<file path="config.mk">
export PLATFORM = sky130hd
export DESIGN_NAME = mem_burst_ctrl_flat
export DESIGN_NICKNAME = d
export VERILOG_FILES = /design/src/rtl/mem_burst_ctrl_if.sv /design/src/rtl/mem_burst_ctrl.sv /design/src/flat_wrapper.sv
export SDC_FILE = /design/constraint.sdc
export NUM_CORES = 1
export LEC_CHECK = 0
export ABC_AREA = 1
export CAP_MARGIN = 20
export CELL_PAD_IN_SITES_DETAIL_PLACEMENT = 0
export CELL_PAD_IN_SITES_GLOBAL_PLACEMENT = 1
export CORE_MARGIN = 10
export CORE_UTILIZATION = 37
export DETAILED_ROUTE_END_ITERATION = 8
export GPL_ROUTABILITY_DRIVEN = 0
export PLACE_DENSITY_LB_ADDON = 0.15
export SKIP_CTS_REPAIR_TIMING = 1
export SYNTH_ARGS = -nofsm -noshare
export SYNTH_HDL_FRONTEND = slang
export SYNTH_SLANG_ARGS = --single-unit
</file>
<file path="constraint.sdc">
create_clock -name clk -period 4 [get_ports clk]
set_input_delay 0.6 -clock clk [delete_from_list [all_inputs] [get_ports clk]]
set_output_delay 0.6 -clock clk [all_outputs]
set_load 0.005 [all_outputs]
</file>
<file path="src/rtl/mem_burst_ctrl_if.sv">
// Command, write-data and read-response channels between a burst master and mem_burst_ctrl.
// Handshakes: a beat transfers on a rising clk edge where valid && ready; the source holds
// valid and payload until that edge, and ready may depend combinationally on valid.
interface mem_burst_ctrl_if #(
  parameter int ADDR_W = 8,
  parameter int DATA_W = 8
);
  logic              cmd_valid;
  logic              cmd_ready;
  logic              cmd_write;
  logic [ADDR_W-1:0] cmd_addr;
  logic [7:0]        cmd_len;
  logic              wdata_valid;
  logic              wdata_ready;
  logic [DATA_W-1:0] wdata;
  logic              rdata_valid;
  logic              rdata_ready;
  logic [DATA_W-1:0] rdata;
  logic              rdata_last;
  logic              done;

  modport master (
    output cmd_valid, cmd_write, cmd_addr, cmd_len, wdata_valid, wdata, rdata_ready,
    input  cmd_ready, wdata_ready, rdata_valid, rdata, rdata_last, done
  );

  modport slave (
    input  cmd_valid, cmd_write, cmd_addr, cmd_len, wdata_valid, wdata, rdata_ready,
    output cmd_ready, wdata_ready, rdata_valid, rdata, rdata_last, done
  );
endinterface

</file>
<file path="src/rtl/mem_burst_ctrl.sv">
// Burst controller owning the we/addr/data_in port of an 8x256 registered-read memory.
// Read data returns through a 2-entry buffer that hides the memory latency under backpressure.
module mem_burst_ctrl #(
  parameter int ADDR_W     = 8,
  parameter int DATA_W     = 8,
  parameter int RBUF_DEPTH = 2
) (
  input  logic              clk,
  input  logic              rst,
  mem_burst_ctrl_if.slave   bus,
  output logic              mem_we,
  output logic [ADDR_W-1:0] mem_addr,
  output logic [DATA_W-1:0] mem_din,
  input  logic [DATA_W-1:0] mem_dout,
  output logic [1:0]        state_dbg
);
  typedef enum logic [1:0] {
    IDLE  = 2'd0,
    WRITE = 2'd1,
    READ  = 2'd2,
    DRAIN = 2'd3
  } state_t;

  state_t            state, state_nx;
  logic [ADDR_W-1:0] cur_addr;
  logic [7:0]        beats_left;
  logic              inflight, inflight_last;
  logic [DATA_W-1:0] fifo_data [RBUF_DEPTH];
  logic              fifo_last [RBUF_DEPTH];
  logic              rd_ptr, wr_ptr;
  logic [1:0]        fifo_count;
  logic              done_q, done_nx;
  logic              cmd_hs, wr_hs, issue, push, pop, head_last;
  logic [2:0]        occupancy, limit;

  assign push      = inflight;
  assign head_last = fifo_last[rd_ptr];
  assign pop       = bus.rdata_valid && bus.rdata_ready;

  assign bus.rdata_valid = !rst && (fifo_count != 2'd0);
  assign bus.rdata       = fifo_data[rd_ptr];
  assign bus.rdata_last  = bus.rdata_valid && head_last;
  assign bus.done        = done_q;
  assign state_dbg       = state;

  always_comb begin
    state_nx        = state;
    done_nx         = 1'b0;
    cmd_hs          = 1'b0;
    wr_hs           = 1'b0;
    issue           = 1'b0;
    bus.cmd_ready   = 1'b0;
    bus.wdata_ready = 1'b0;
    mem_we          = 1'b0;
    mem_addr        = '0;
    mem_din         = '0;
    // A beat may issue when buffered + in-flight beats, less this cycle's pop, leave room.
    occupancy = {1'b0, fifo_count} + {2'b00, inflight};
    limit     = 3'(RBUF_DEPTH) + {2'b00, pop};
    if (!rst) begin
      unique case (state)
        IDLE: begin
          bus.cmd_ready = 1'b1;
          if (bus.cmd_valid) begin
            cmd_hs   = 1'b1;
            state_nx = bus.cmd_write ? WRITE : READ;
          end
        end
        WRITE: begin
          bus.wdata_ready = 1'b1;
          mem_addr        = cur_addr;
          mem_din         = bus.wdata;
          if (bus.wdata_valid) begin
            wr_hs  = 1'b1;
            mem_we = 1'b1;
            if (beats_left == 8'd0) begin
              state_nx = IDLE;
              done_nx  = 1'b1;
            end
          end
        end
        READ: begin
          mem_addr = cur_addr;
          if (occupancy < limit) begin
            issue = 1'b1;
            if (beats_left == 8'd0) state_nx = DRAIN;
          end
        end
        DRAIN: begin
          if (pop && head_last) begin
            state_nx = IDLE;
            done_nx  = 1'b1;
          end
        end
        default: state_nx = IDLE;
      endcase
    end
  end

  always_ff @(posedge clk) begin
    if (rst) begin
      state         <= IDLE;
      cur_addr      <= '0;
      beats_left    <= '0;
      inflight      <= 1'b0;
      inflight_last <= 1'b0;
      rd_ptr        <= 1'b0;
      wr_ptr        <= 1'b0;
      fifo_count    <= 2'd0;
      done_q        <= 1'b0;
    end else begin
      state  <= state_nx;
      done_q <= done_nx;
      if (cmd_hs) begin
        cur_addr   <= bus.cmd_addr;
        beats_left <= bus.cmd_len;
      end else if (wr_hs || issue) begin
        cur_addr   <= cur_addr + ADDR_W'(1);
        beats_left <= beats_left - 8'd1;
      end
      // The memory returns data one cycle after the issue; tag it so the last beat is known.
      inflight      <= issue;
      inflight_last <= issue && (beats_left == 8'd0);
      if (push) wr_ptr <= ~wr_ptr;
      if (pop)  rd_ptr <= ~rd_ptr;
      fifo_count <= fifo_count + {1'b0, push} - {1'b0, pop};
    end
  end

  always_ff @(posedge clk) begin
    if (push) begin
      fifo_data[wr_ptr] <= mem_dout;
      fifo_last[wr_ptr] <= inflight_last;
    end
  end
endmodule

</file>
<file path="src/flat_wrapper.sv">
// flat-port wrapper written by rule: the top's interface ports become plain ports
module mem_burst_ctrl_flat 
#(
  parameter int ADDR_W     = 8,
  parameter int DATA_W     = 8,
  parameter int RBUF_DEPTH = 2
)
  (clk, rst, mem_we, mem_addr, mem_din, mem_dout, state_dbg, bus_cmd_valid, bus_cmd_write, bus_cmd_addr, bus_cmd_len, bus_wdata_valid, bus_wdata, bus_rdata_ready, bus_cmd_ready, bus_wdata_ready, bus_rdata_valid, bus_rdata, bus_rdata_last, bus_done);
  mem_burst_ctrl_if #(.ADDR_W(ADDR_W), .DATA_W(DATA_W)) bus_i ();
  input  logic clk;
  input  logic rst;
  output logic mem_we;
  output logic [ADDR_W-1:0] mem_addr;
  output logic [DATA_W-1:0] mem_din;
  input  logic [DATA_W-1:0] mem_dout;
  output logic [1:0] state_dbg;
  input wire logic [$bits(bus_i.cmd_valid)-1:0] bus_cmd_valid;
  input wire logic [$bits(bus_i.cmd_write)-1:0] bus_cmd_write;
  input wire logic [$bits(bus_i.cmd_addr)-1:0] bus_cmd_addr;
  input wire logic [$bits(bus_i.cmd_len)-1:0] bus_cmd_len;
  input wire logic [$bits(bus_i.wdata_valid)-1:0] bus_wdata_valid;
  input wire logic [$bits(bus_i.wdata)-1:0] bus_wdata;
  input wire logic [$bits(bus_i.rdata_ready)-1:0] bus_rdata_ready;
  output wire logic [$bits(bus_i.cmd_ready)-1:0] bus_cmd_ready;
  output wire logic [$bits(bus_i.wdata_ready)-1:0] bus_wdata_ready;
  output wire logic [$bits(bus_i.rdata_valid)-1:0] bus_rdata_valid;
  output wire logic [$bits(bus_i.rdata)-1:0] bus_rdata;
  output wire logic [$bits(bus_i.rdata_last)-1:0] bus_rdata_last;
  output wire logic [$bits(bus_i.done)-1:0] bus_done;
  assign bus_i.cmd_valid = bus_cmd_valid;
  assign bus_i.cmd_write = bus_cmd_write;
  assign bus_i.cmd_addr = bus_cmd_addr;
  assign bus_i.cmd_len = bus_cmd_len;
  assign bus_i.wdata_valid = bus_wdata_valid;
  assign bus_i.wdata = bus_wdata;
  assign bus_i.rdata_ready = bus_rdata_ready;
  assign bus_cmd_ready = bus_i.cmd_ready;
  assign bus_wdata_ready = bus_i.wdata_ready;
  assign bus_rdata_valid = bus_i.rdata_valid;
  assign bus_rdata = bus_i.rdata;
  assign bus_rdata_last = bus_i.rdata_last;
  assign bus_done = bus_i.done;
  mem_burst_ctrl #(.ADDR_W(ADDR_W), .DATA_W(DATA_W), .RBUF_DEPTH(RBUF_DEPTH)) u_core (.clk(clk), .rst(rst), .bus(bus_i), .mem_we(mem_we), .mem_addr(mem_addr), .mem_din(mem_din), .mem_dout(mem_dout), .state_dbg(state_dbg));
endmodule
</file>
==> results.toml <==
[clocking]
worst_setup_hold_path_clk_slew_ns = 0.09
worstSkewPairLatency_ns = 0.30
tritoncts.num_buffers = 5
ctsHtreeMaxLevel = 2
clockBufferDepth = 2
clockRootBuffer = "sky130_fd_sc_hd__clkbuf_8"
cts.sink_count = 44
tritoncts = "built"

[timing]
slew_viol_final = 0
max_freq_mhz = 378
timing_hold_violations_final = 0
worst_slew_pin_slew_ns = 0.769
clock-skew-final_ns = 0.00389
slew_headroom = 0.485
timing.final.setup_violations = 0
fin_tns_setup_ns = 0
fin_worst_hold_slack_ns = 0.434
minimum_period_implied_by_the_final_worst_setup_slack_ns = 2.65
grt_setup_unrepaired = "no"
min_period_over_period = 0.662

[synthesis]
yosysUniqueCellTypes = 35
synth_sequential_area_ratio = 0.401
synth.yosys.warnings = 0
synthesis.nets = 408
synth.cell_area_um2 = 2650
avgSynthCellArea_um2 = 7.39
synth-seq-cells = 44
postSynthCellCount = 358

[floorplanning]
io-pin-count = 70
floorplan.initialDensity = 0.385
floorplan.die.height_um = 105
overall_die_width_um = 105
fp-row-count = 30
coreArea_um2 = 6870
die_outline_area_um2 = 10900

[global_routing]
grtUsageTotal = 0.120
antenna_violations_before_repair = 0
grt_max_degree = 20
globalRoute.totalOverflow = 0
first_global_vias = 2299
global_route_wire_length_before_repair_um = 11100

[placed_design]
hpwl_um = 5060
place.port_buffers = 69

[route]
drt-pass1-iter-count = 4
number_of_vias_in_the_routed_layout = 2372
drc = 0
route.detailed.wl_per_inst_um = 12.9
detail_route.wirelength_um = 6720
final_antenna_net_count = 0
iteration_0_drc_markers = 51
vias_per_cell = 4.54

[finish]
mostFrequentLayoutCells = "sky130_fd_sc_hd__nand2_1, sky130_fd_sc_hd__clkdlybuf4s50_1, sky130_fd_sc_hd__nor2_1"
multiInputGateArea_um2 = 1330
antenna_cells_inserted = 0
synthToLayoutAreaGrowth_pct = 32.4
layout.filler_cells = 675
area.sequential_um2 = 1060
final_common_cell = "sky130_fd_sc_hd__nand2_1"
finalNetCount = 475
drive_gt1_frac = 0.106

[power_and_ir_drop]
power.clock.fraction = 0.178
power.combinational.fraction = 0.491
max-vdd-ir-drop_v = 0.000223
static-leakage-power_nw = 1.54
p_seq_frac = 0.331
p_sw_frac = 0.411
p_sw_mw = 0.817
power_per_cell_area_nw_per_um2 = 567
cell_internal_pwr_mw = 1.17

[critical_path]
timing.reg2reg.worst_path_depth = 11
criticalPathCategory = "in2out"
rr_startpoint = "u_core.state_dbg[0]"
critPathMostFrequentCell = "sky130_fd_sc_hd__clkdlybuf4s50_1"
setup.worst_path.start_class = "input port"
largest_stage_delay_worst_path_ns = 0.48
cp_data_required_time_ns = 3.40
critical_path.cell_chain = "clkdlybuf4s50_1, buf_4, clkinv_4, and3_1, clkdlybuf4s50_1"
setup.worst_path.end_class = "output pin"
crit_arrival_ns = 2.05
critical_path.reg2reg.endpoint = "u_core.cur_addr[6]"
crit_slowest_cell = "sky130_fd_sc_hd__clkdlybuf4s50_1"
ff2ff_setup_slack_ns = 1.93
timing.critical_path.fanout_max = 12

[hold_path]
holdPathStages = 0
hp-class = "reg2reg"
holdCritStartpoint = "u_core.inflight_last"
hold_path_end = "u_core.fifo_last[1]"

[job]
drv_cap = 0

[run_status]
status = "complete, no violations"
==> worst max-delay path, delay by kind of cell <==
kind / cells / cell delay, ns
buf+inv: 4 / 1.27
simple gates: 1 / 0.18
==> worst max-delay path by stage <==
stage | start | end | cells after the start
final | rst | bus_rdata_last | 5
after CTS | u_core.state_dbg[1] | mem_we | 5
after floorplan | rst | u_core.fifo_count[1] | 10
after global placement | rst | bus_rdata_last | 5
after global routing | u_core.state_dbg[0] | mem_addr[5] | 5
after detailed placement | rst | bus_rdata_last | 5
==> cell families (layout without fill, tap and decap cells) <==
logic type,count (synthesis),after routing,synth area share
and+or+nand+nor,228,228,0.400
buffers and inverters,53,121,0.0965
DFF,44,44,0.401
AOI/OAI and AO/OA,18,18,0.0355
adders and majority gates,12,12,0.0568
xor gates and xnor gates,2,2,0.00662
muxes,1,1,0.00378
==> metal layers <==
layer	routed length [um]	vias to the layer above	global-route usage
met5	0	-	0
met4	61	0	0.0318
met3	225	6	0.0301
met2	3250	43	0.201
met1	3180	1060	0.149
li1	-	1263	-
==> registers in the layout (all words and copies together), names as in the netlist, 2 cells and up, named ones only <==
register           cells
u_core.fifo_data      16
u_core.fifo_count      2
u_core.state_dbg       2
u_core.beats_left      8
u_core.fifo_last       2
u_core.cur_addr        8
==> power groups by stage <==
| stage | Clock (mW) | Sequential (mW) | Combinational (mW) |
|---|---|---|---|
| 6_report | 0.355 | 0.657 | 0.975 |
| 5_1_grt | 0.376 | 0.673 | 1.12 |
| 3_5_place_dp | 0 | 0.667 | 0.981 |
| 4_1_cts | 0.362 | 0.658 | 0.988 |
| 2_1_floorplan | 0 | 0.644 | 0.733 |
| 3_3_place_gp | 0 | 0.666 | 0.974 |
==> layout make-up <==
class,count,area share
Multi-Input combinational cell,261,0.379
Clock inverter,3,0.0132
Inverter,41,0.0468
Timing Repair Buffer,72,0.204
Sequential cell,44,0.303
Clock buffer,5,0.0196
Tap cell,96,0.0343
==> Yosys cell counts (all sizes together) <==
library cell / n / area [um^2]
o21ai: 10 / 50.1
nand3b: 1 / 7.51
edfxtp: 18 / 541
buf: 9 / 80.1
nand2: 106 / 424
a31oi: 1 / 6.26
nor3: 11 / 55.1
nand4: 3 / 40.0
xor2: 2 / 17.5
a21oi: 6 / 30.0
clkinv: 1 / 8.76
dfxtp: 26 / 521
a21boi: 1 / 7.51
mux2i: 1 / 10.0
and3: 1 / 6.26
or2: 2 / 12.5
nor2: 68 / 332
ha: 12 / 150
clkbuf: 3 / 11.3
inv: 40 / 155
nand3: 36 / 180
==> through the flow <==
step	setup WS, ns	utilization	cells	area, um^2	power [mW]
finish	1.35	0.510	522	3500	1.99
global route	1.19	0.510	522	3500	2.17
CTS	1.31	0.510	522	3500	2.01
detailed placement	1.32	0.493	514	3390	1.65
global placement	1.34	0.493	514	3390	1.64
floorplan	2.08	-	358	2650	1.38
Note: power is estimated with default switching activity, not from simulation.
